$ cat config.mk
export PLATFORM = sky130hd
export DESIGN_NAME = dm_access_m_flat
export DESIGN_NICKNAME = d
export VERILOG_FILES = /design/src/rtl/dm_access_m_if.sv /design/src/rtl/dm_access_m.sv /design/src/flat_wrapper.sv
export SDC_FILE = /design/constraint.sdc
export NUM_CORES = 1
export LEC_CHECK = 0
export BUFFER_PORTS_ARGS = -buffer_cell sky130_fd_sc_hd__buf_2
export CAP_MARGIN = 15
export CORE_AREA = 8 8 110 112
export CTS_BUF_LIST = sky130_fd_sc_hd__clkbuf_8
export DETAILED_ROUTE_END_ITERATION = 6
export DIE_AREA = 0 0 118 120
export PLACE_DENSITY_LB_ADDON = 0.05
export SETUP_SLACK_MARGIN = 0.3
export SYNTH_ARGS = -nofsm -noshare
export SYNTH_HDL_FRONTEND = slang
export SYNTH_SLANG_ARGS = --single-unit
$ cat constraint.sdc
create_clock -name clk -period 4.1 [get_ports clk]
set_input_delay 0.41 -clock clk [delete_from_list [all_inputs] [get_ports clk]]
set_output_delay 0.41 -clock clk [all_outputs]
set_load 0.02 [all_outputs]
$ cat src/rtl/dm_access_m_if.sv
// Word-wide ready/valid data-memory port between the M-stage access controller and memory.
interface dm_access_m_if;
    logic        mem_req;
    logic        mem_we;
    logic [31:0] mem_addr;
    logic [3:0]  mem_be;
    logic [31:0] mem_wdata;
    logic        mem_ready;
    logic [31:0] mem_rdata;

    modport master (
        output mem_req, mem_we, mem_addr, mem_be, mem_wdata,
        input  mem_ready, mem_rdata
    );

    modport slave (
        input  mem_req, mem_we, mem_addr, mem_be, mem_wdata,
        output mem_ready, mem_rdata
    );
endinterface

$ cat src/rtl/dm_access_m.sv
// M-stage load/store controller: decodes memops, drives the data-memory port,
// stalls F-M while a request is outstanding and returns the extended load value.
module dm_access_m #(
    parameter logic [31:0] MEM_BASE = 32'h0000_0000
) (
    input  logic        clk,
    input  logic        reset,
    input  logic [31:0] Instr_M,
    input  logic [31:0] AO_M,
    input  logic [31:0] RF_RD2_M,
    input  logic [31:0] PC_M,
    dm_access_m_if.master mem,
    output logic        stall_m,
    output logic [31:0] DMOut_M,
    output logic        addr_exc,
    output logic [31:0] exc_pc
);
    localparam logic [5:0] OP_LW  = 6'b100011;
    localparam logic [5:0] OP_LB  = 6'b100000;
    localparam logic [5:0] OP_LBU = 6'b100100;
    localparam logic [5:0] OP_LH  = 6'b100001;
    localparam logic [5:0] OP_LHU = 6'b100101;
    localparam logic [5:0] OP_SW  = 6'b101011;
    localparam logic [5:0] OP_SB  = 6'b101000;
    localparam logic [5:0] OP_SH  = 6'b101001;

    typedef enum logic [1:0] {ST_IDLE, ST_WAIT, ST_DONE} state_t;

    state_t      state, state_nxt;
    logic [31:0] cap_q;
    logic [5:0]  op;
    logic [1:0]  off;
    logic [31:0] addr_rel;
    logic        is_load, is_store, is_byte, is_half, is_signed;
    logic        misalign, mem_op;
    logic        req, stall, capture;
    logic [7:0]  sel_byte;
    logic [15:0] sel_half;
    logic        unused_bits;

    assign op       = Instr_M[31:26];
    assign off      = AO_M[1:0];
    assign addr_rel = AO_M - MEM_BASE;
    assign unused_bits = ^{Instr_M[25:0], addr_rel[1:0]};

    always_comb begin
        is_load   = 1'b0;
        is_store  = 1'b0;
        is_byte   = 1'b0;
        is_half   = 1'b0;
        is_signed = 1'b0;
        case (op)
            OP_LW:  is_load = 1'b1;
            OP_LB:  begin is_load = 1'b1; is_byte = 1'b1; is_signed = 1'b1; end
            OP_LBU: begin is_load = 1'b1; is_byte = 1'b1; end
            OP_LH:  begin is_load = 1'b1; is_half = 1'b1; is_signed = 1'b1; end
            OP_LHU: begin is_load = 1'b1; is_half = 1'b1; end
            OP_SW:  is_store = 1'b1;
            OP_SB:  begin is_store = 1'b1; is_byte = 1'b1; end
            OP_SH:  begin is_store = 1'b1; is_half = 1'b1; end
            default: ;
        endcase
    end

    // Bytes never misalign; halves need an even offset; words need offset 0.
    assign misalign = is_byte ? 1'b0 : (is_half ? off[0] : (off != 2'b00));
    assign mem_op   = (is_load | is_store) & ~misalign;
    assign addr_exc = (is_load | is_store) & misalign;
    assign exc_pc   = addr_exc ? PC_M : 32'h0;

    assign mem.mem_addr = {addr_rel[31:2], 2'b00};
    assign mem.mem_we   = is_store;

    always_comb begin
        mem.mem_be    = 4'b0000;
        mem.mem_wdata = 32'h0;
        if (is_load) begin
            mem.mem_be = 4'b1111;
        end else if (is_store) begin
            if (is_byte) begin
                mem.mem_be    = 4'b0001 << off;
                mem.mem_wdata = {4{RF_RD2_M[7:0]}};
            end else if (is_half) begin
                mem.mem_be    = off[1] ? 4'b1100 : 4'b0011;
                mem.mem_wdata = {2{RF_RD2_M[15:0]}};
            end else begin
                mem.mem_be    = 4'b1111;
                mem.mem_wdata = RF_RD2_M;
            end
        end
    end

    always_ff @(posedge clk or posedge reset) begin
        if (reset) state <= ST_IDLE;
        else       state <= state_nxt;
    end

    always_comb begin
        state_nxt = state;
        req       = 1'b0;
        stall     = 1'b0;
        capture   = 1'b0;
        case (state)
            ST_IDLE: begin
                if (mem_op) begin
                    req   = 1'b1;
                    stall = 1'b1;
                    if (mem.mem_ready) begin
                        capture   = 1'b1;
                        state_nxt = ST_DONE;
                    end else begin
                        state_nxt = ST_WAIT;
                    end
                end
            end
            ST_WAIT: begin
                req   = 1'b1;
                stall = 1'b1;
                if (mem.mem_ready) begin
                    capture   = 1'b1;
                    state_nxt = ST_DONE;
                end
            end
            ST_DONE: state_nxt = ST_IDLE;
            default: state_nxt = ST_IDLE;
        endcase
        // Reset withdraws the request in the same cycle, not just at the next edge.
        if (reset) begin
            req     = 1'b0;
            stall   = 1'b0;
            capture = 1'b0;
        end
    end

    assign mem.mem_req = req;
    assign stall_m     = stall;

    always_ff @(posedge clk or posedge reset) begin
        if (reset)                  cap_q <= 32'h0;
        else if (capture && is_load) cap_q <= mem.mem_rdata;
    end

    always_comb begin
        case (off)
            2'd0:    sel_byte = cap_q[7:0];
            2'd1:    sel_byte = cap_q[15:8];
            2'd2:    sel_byte = cap_q[23:16];
            default: sel_byte = cap_q[31:24];
        endcase
        sel_half = off[1] ? cap_q[31:16] : cap_q[15:0];
    end

    // Inputs are still frozen on the same instruction in DONE, so decode is reused here.
    always_comb begin
        DMOut_M = 32'h0;
        if (state == ST_DONE && is_load) begin
            if (is_byte)
                DMOut_M = {{24{is_signed & sel_byte[7]}}, sel_byte};
            else if (is_half)
                DMOut_M = {{16{is_signed & sel_half[15]}}, sel_half};
            else
                DMOut_M = cap_q;
        end
    end
endmodule

$ cat src/flat_wrapper.sv
// flat-port wrapper written by rule: the top's interface ports become plain ports
module dm_access_m_flat 
#(
    parameter logic [31:0] MEM_BASE = 32'h0000_0000
)
  (clk, reset, Instr_M, AO_M, RF_RD2_M, PC_M, stall_m, DMOut_M, addr_exc, exc_pc, mem_mem_req, mem_mem_we, mem_mem_addr, mem_mem_be, mem_mem_wdata, mem_mem_ready, mem_mem_rdata);
  dm_access_m_if mem_i ();
  input  logic clk;
  input  logic reset;
  input  logic [31:0] Instr_M;
  input  logic [31:0] AO_M;
  input  logic [31:0] RF_RD2_M;
  input  logic [31:0] PC_M;
  output logic stall_m;
  output logic [31:0] DMOut_M;
  output logic addr_exc;
  output logic [31:0] exc_pc;
  output wire logic [$bits(mem_i.mem_req)-1:0] mem_mem_req;
  output wire logic [$bits(mem_i.mem_we)-1:0] mem_mem_we;
  output wire logic [$bits(mem_i.mem_addr)-1:0] mem_mem_addr;
  output wire logic [$bits(mem_i.mem_be)-1:0] mem_mem_be;
  output wire logic [$bits(mem_i.mem_wdata)-1:0] mem_mem_wdata;
  input wire logic [$bits(mem_i.mem_ready)-1:0] mem_mem_ready;
  input wire logic [$bits(mem_i.mem_rdata)-1:0] mem_mem_rdata;
  assign mem_mem_req = mem_i.mem_req;
  assign mem_mem_we = mem_i.mem_we;
  assign mem_mem_addr = mem_i.mem_addr;
  assign mem_mem_be = mem_i.mem_be;
  assign mem_mem_wdata = mem_i.mem_wdata;
  assign mem_i.mem_ready = mem_mem_ready;
  assign mem_i.mem_rdata = mem_mem_rdata;
  dm_access_m #(.MEM_BASE(MEM_BASE)) u_core (.clk(clk), .reset(reset), .Instr_M(Instr_M), .AO_M(AO_M), .RF_RD2_M(RF_RD2_M), .PC_M(PC_M), .mem(mem_i), .stall_m(stall_m), .DMOut_M(DMOut_M), .addr_exc(addr_exc), .exc_pc(exc_pc));
endmodule
* After elaboration in Yosys (flattened, before gate mapping)
Cells that the tools add are included.
** Cells by class
- Shifts and indexed selects :: 1
- $mul :: 0
- Bitwise operators :: 6
- Reductions and logical operators :: 11
- Eq/ne operators :: 14
- Order comparisons :: 0
- Divide/modulo/power cells :: 0
- Muxes and demuxes :: 33
- Add/subtract/negate cells :: 0
** Operator list (number)
- $mux W32 :: 8
- $eq A6 B6 Y1 const B :: 8
- $pmux W8 S3 :: 1
- $mux W4 :: 5
- $mux W16 :: 1
- $mux W1 :: 12
- $reduce_or A3 Y1 :: 3
- $mux W2 :: 3
- $reduce_or A5 Y1 :: 1
- $and A1 B1 Y1 :: 4
- $eq A2 B1 Y1 const B :: 2
- $eq A2 B2 Y1 const B :: 2
- $logic_not A2 Y1 :: 2
- $pmux W1 S2 :: 2
- $pmux W2 S2 :: 1
- $shl A1 B2 Y4 const A :: 1
- $logic_and A1 B1 Y1 :: 2
- $ne A2 B1 Y1 const B :: 1
- $ne A2 B2 Y1 const B :: 1
- $reduce_and A2 Y1 :: 1
- $reduce_bool A2 Y1 :: 1
- $reduce_or A2 Y1 :: 1
- $not A1 Y1 :: 1
- $or A1 B1 Y1 :: 1
** Storage, ports and cells
- Memories :: 0
- Bits of input ports :: 163
- Bits in writable memories :: 0
- Logic and storage cells :: 67
- ROM bits :: 0
- Bits in registers :: 34
- Latch bits :: 0

* Longest topological paths before layout
- Depth after elaboration :: 11
- Depth in mapped cells :: 8
- Mapped depth without buffers :: 5

* Worst setup path after synthesis
No wires, ideal clock.
- Path kind :: in2out
- From :: input Instr_M[29]
- To :: output stall_m
- Path slack :: 1.725 ns
- Data required time :: 3.690 ns
- Arrival :: 1.965 ns
- Buffers on the path :: 2
- Stages on the path :: 5
- Cells stage by stage :: buf_6 o21ai_0 a31oi_1 nor4_1 buf_4
** On the way
- Longest elaborated chain between the ends :: 10
- Elaborated cells on any way between the ends :: 24
- Classes of those cells :: eq/ne (8); mux (9); bitwise (3); reduce/logical (4)
** RTL lines
- start, declared :: RTL line flat_wrapper.sv:10 : input logic [31:0] Instr_M;
- $eq A6 B6 Y1 :: RTL line dm_access_m.sv:52 : case (op)
- $reduce_or A3 Y1 (no source line)
- $mux W1 :: RTL line dm_access_m.sv:52
- $mux W1 (2 in series) :: RTL line dm_access_m.sv:66 : assign misalign = is_byte ? 1'b0 : (is_half ? off[0] : (off != 2'b00));
- $not A1 Y1 :: RTL line dm_access_m.sv:67 : assign mem_op = (is_load | is_store) & ~misalign;
- $and A1 B1 Y1 * :: RTL line dm_access_m.sv:67
- $mux W1 *
- $pmux W1 S2 *
- $mux W1 *
- end, declared :: RTL line flat_wrapper.sv:14 : output logic stall_m;
Mark *: on every way between the ends. The rest lies on a longest branch, timed or not.

* Worst setup path after layout
- From :: input Instr_M[27]
- To :: output DMOut_M[15]
** On the way
- Longest elaborated chain between the ends :: 6
- Elaborated cells on any way between the ends :: 20
- Classes of those cells :: eq/ne (7); mux (7); bitwise (1); reduce/logical (5)
** RTL lines
- $eq A6 B6 Y1 :: RTL line dm_access_m.sv:52
- $reduce_or A3 Y1 (no source line) / $reduce_or A2 Y1 (equally long branches)
- $mux W1 :: RTL line dm_access_m.sv:52
- $mux W32 / $and A1 B1 Y1 (equally long branches) :: RTL line dm_access_m.sv:159, dm_access_m.sv:158
- $mux W32 :: RTL line dm_access_m.sv:157 : if (is_byte)
- $mux W32 * :: RTL line dm_access_m.sv:156 : if (state == ST_DONE && is_load) begin
- end, declared :: RTL line flat_wrapper.sv:15 : output logic [31:0] DMOut_M;
Marks and branches as above.

==> results.sh <==
export IMPL_async_reset_ff_frac=1.00
export IMPL_worst_slew_pin_slew_ns=1.09
export IMPL_antenna_violations_before_repair=0
export IMPL_finalNetCount=719
export IMPL_critical_path_peak_fanout=24
export IMPL_dominantRegCellSynth="sky130_fd_sc_hd__dfrtp_1"
export IMPL_overflow=0
export IMPL_run_status="finished clean"
export IMPL_synth_top_cell_area_share=0.248
export IMPL_detail_route_iter0_violations=116
export IMPL_ys_seq_area_frac=0.248
export IMPL_cts_tree="yes"
export IMPL_postSynthRegisterBits=34
export IMPL_timing_fmax_mhz=336
export IMPL_grt_max_degree=35
export IMPL_accumulated_negative_setup_slack_ns=0
export IMPL_final_cell_mix="210 x sky130_fd_sc_hd__buf_2, 85 x sky130_fd_sc_hd__nand2_1, 41 x sky130_fd_sc_hd__and2_1"
export IMPL_antenna_cells_inserted=0
export IMPL_cts_htree_levels=2
export IMPL_hold_viol_final=0
export IMPL_area_growth_pct=26.5
export IMPL_max_slew_margin=0.270
export IMPL_timing_critical_path_to_type="primary output"
export IMPL_dr_pass1_iters=5
export IMPL_cts_sinks=34
export IMPL_syn_area_mm2=0.00343
export IMPL_part_of_the_power_in_the_clock_network=0.357
export IMPL_switching_share=0.289
export IMPL_post_route_cells_drive_above_1_share=0.494
export IMPL_power_net_switching_w=0.000249
export IMPL_drv_slew=0
export IMPL_worst_ep_arrival_time_ns=2.56
export IMPL_intPower_w=0.000613
export IMPL_netlist_top_cells_area="sky130_fd_sc_hd__dfrtp_1 25%, sky130_fd_sc_hd__mux2_4 13%, sky130_fd_sc_hd__nand2_1 9.3%"
export IMPL_timing_critical_path_from_type="primary input"
export IMPL_path_clk_slew_ns=0.08
export IMPL_worst_ir_drop_on_vdd_uv=116
export IMPL_synth_cell_type_count=45
export IMPL_first_global_vias=3467
export IMPL_num_fill_cells=1106
export IMPL_ant_nets=0
export IMPL_synth_avg_cell_area_um2=8.66
export IMPL_warning_count_from_the_yosys_run=0
export IMPL_global_route_wire_length_before_repair_mm=19.5
export IMPL_post_cts_setup_buffers=0
export IMPL_tmin_final_ns=2.97
export IMPL_postCtsResizedCells=0
export IMPL_ios=299
export IMPL_share_comb_of_total_power=0.232
export IMPL_dp_hpwl_mm=9.59
export IMPL_groute_usage_overall=0.167
export IMPL_synth_edf_count=0
export IMPL_tritoncts_num_buffers=5
export IMPL_synth_cells=396
export IMPL_floorplan_core_area_mm2=0.0105
export IMPL_cts_hold_buffers=0
export IMPL_worstSkewPairLatency_ns=0.29
export IMPL_p_per_area_mw_per_mm2=199
export IMPL_root_buffer="sky130_fd_sc_hd__clkbuf_8"
export IMPL_synth_top_cell_by_area="sky130_fd_sc_hd__dfrtp_1"
export IMPL_viasPerCell=4.86
export IMPL_power_leakage_nw=2.28
export IMPL_rows=38
export IMPL_power_share_sequential=0.411
export IMPL_finalSetupViolCount=0
export IMPL_gpl_final_weighted_congestion=0.746
export IMPL_drt_total_wl_mm=12.5
export IMPL_start_util=0.326
export IMPL_die_area_mm2=0.0142
export IMPL_routed_via_count=3390
export IMPL_post_route_period_util=0.726
export IMPL_die_x_um=118
export IMPL_maximum_buffer_depth_of_the_clock_tree=2
export IMPL_number_of_remaining_drc_errors=0
export IMPL_worst_endpoint_required_ns=3.69
export IMPL_die_y_um=120
export IMPL_pre_cts_slack_ns=1.11
export IMPL_layout_cells_most_common="sky130_fd_sc_hd__buf_2"
export IMPL_per_cell_routed_wire_length_um=17.9
export IMPL_port_buffers=210
export IMPL_largest_clock_skew_in_the_final_design_ns=0.0112
export IMPL_grt_setup_unrepaired="false"
export IMPL_crit_type="primary input to primary output"
export IMPL_drv_cap=0
export IMPL_final_critical_path_setup_slack_ns=1.13
export IMPL_hold_path_class="primary input to asynchronous set/reset pin"
==> power groups by stage <==
stage          combinational (W)  sequential (W)  clock [W]
3_3_place_gp            0.000200        0.000360          0
6_report                0.000200        0.000354   0.000308
2_1_floorplan           0.000162        0.000357          0
3_5_place_dp            0.000202        0.000361          0
4_1_cts                 0.000203        0.000354   0.000317
5_1_grt                 0.000220        0.000355   0.000330
==> cells in the mapped netlist (9+ instances only) <==
cell type	number
sky130_fd_sc_hd__mux2_4	30
sky130_fd_sc_hd__nor2_1	20
sky130_fd_sc_hd__buf_4	35
sky130_fd_sc_hd__and2_1	41
sky130_fd_sc_hd__buf_6	10
sky130_fd_sc_hd__a21oi_1	35
sky130_fd_sc_hd__mux2i_1	9
sky130_fd_sc_hd__nand2_1	85
sky130_fd_sc_hd__clkbuf_1	12
sky130_fd_sc_hd__a31oi_1	10
sky130_fd_sc_hd__a211oi_1	9
sky130_fd_sc_hd__dfrtp_1	34
==> worst max-delay path, stage by stage <==
cell	delay (ns)
sky130_fd_sc_hd__buf_2	0.16
sky130_fd_sc_hd__or3b_1	0.53
sky130_fd_sc_hd__nor3_2	0.54
sky130_fd_sc_hd__a21o_2	0.53
sky130_fd_sc_hd__a31oi_1	0.14
sky130_fd_sc_hd__buf_2	0.24
==> final cells by class <==
type	count	area, um2	share of cell area
clock buffer	5	68.8	0.0159
clock inverter	3	40.0	0.00924
inverter	3	11.3	0.00260
multi-input combinational	295	2090	0.481
sequential	34	851	0.196
tap	140	175	0.0404
timing repair buffer	217	1100	0.255
==> routing by layer <==
| metal | GRT usage | wire [um] | vias up |
|---|---|---|---|
| met5 | 0 | 0 | - |
| met4 | 0.0416 | 129 | 0 |
| met1 | 0.203 | 5330 | 1603 |
| met2 | 0.289 | 6240 | 132 |
| li1 | - | - | 1641 |
| met3 | 0.0404 | 811 | 14 |
==> sequential cells by signal, summed over array words and instances (netlist names) <==
signal        cells
u_core.cap_q     32
u_core.state      2
==> cell families (layout without fill, tap and decap cells) <==
family | count (synthesis) | in the layout | share of synthesized area
buffers and inverters | 68 | 228 | 0.145
DFF | 34 | 34 | 0.248
AOI/OAI and AO/OA | 77 | 77 | 0.146
muxes | 49 | 49 | 0.218
other | 1 | 2 | 0.00109
and+or+nand+nor | 167 | 167 | 0.243
==> final timing paths <==
check	startpoint	slack (ns)	endpoint	cells past startpoint
max	Instr_M[27]	1.13	DMOut_M[15]	6
min	reset	0.24	u_core.cap_q[1]	3
max reg2reg	u_core.state[0]	2.21	u_core.cap_q[16]	5
min reg2reg	u_core.cap_q[11]	0.55	u_core.cap_q[11]	1
max in group asynchronous	reset	3.54	u_core.cap_q[21]	3
min in group clk	mem_mem_ready	0.32	u_core.state[0]	2
==> stage by stage <==
step	std cells	power (W)	area [um2]	hold slack, ns	utilization
2_1_floorplan	397	0.000519	3430	0.483	-
3_3_place_gp	689	0.000560	4230	0.520	0.402
3_5_place_dp	689	0.000563	4230	0.526	0.402
4_1_cts	697	0.000874	4340	0.250	0.413
5_1_grt	697	0.000906	4340	0.281	0.413
6_report	697	0.000862	4340	0.240	0.413
Power figures use the tool's default switching activity.
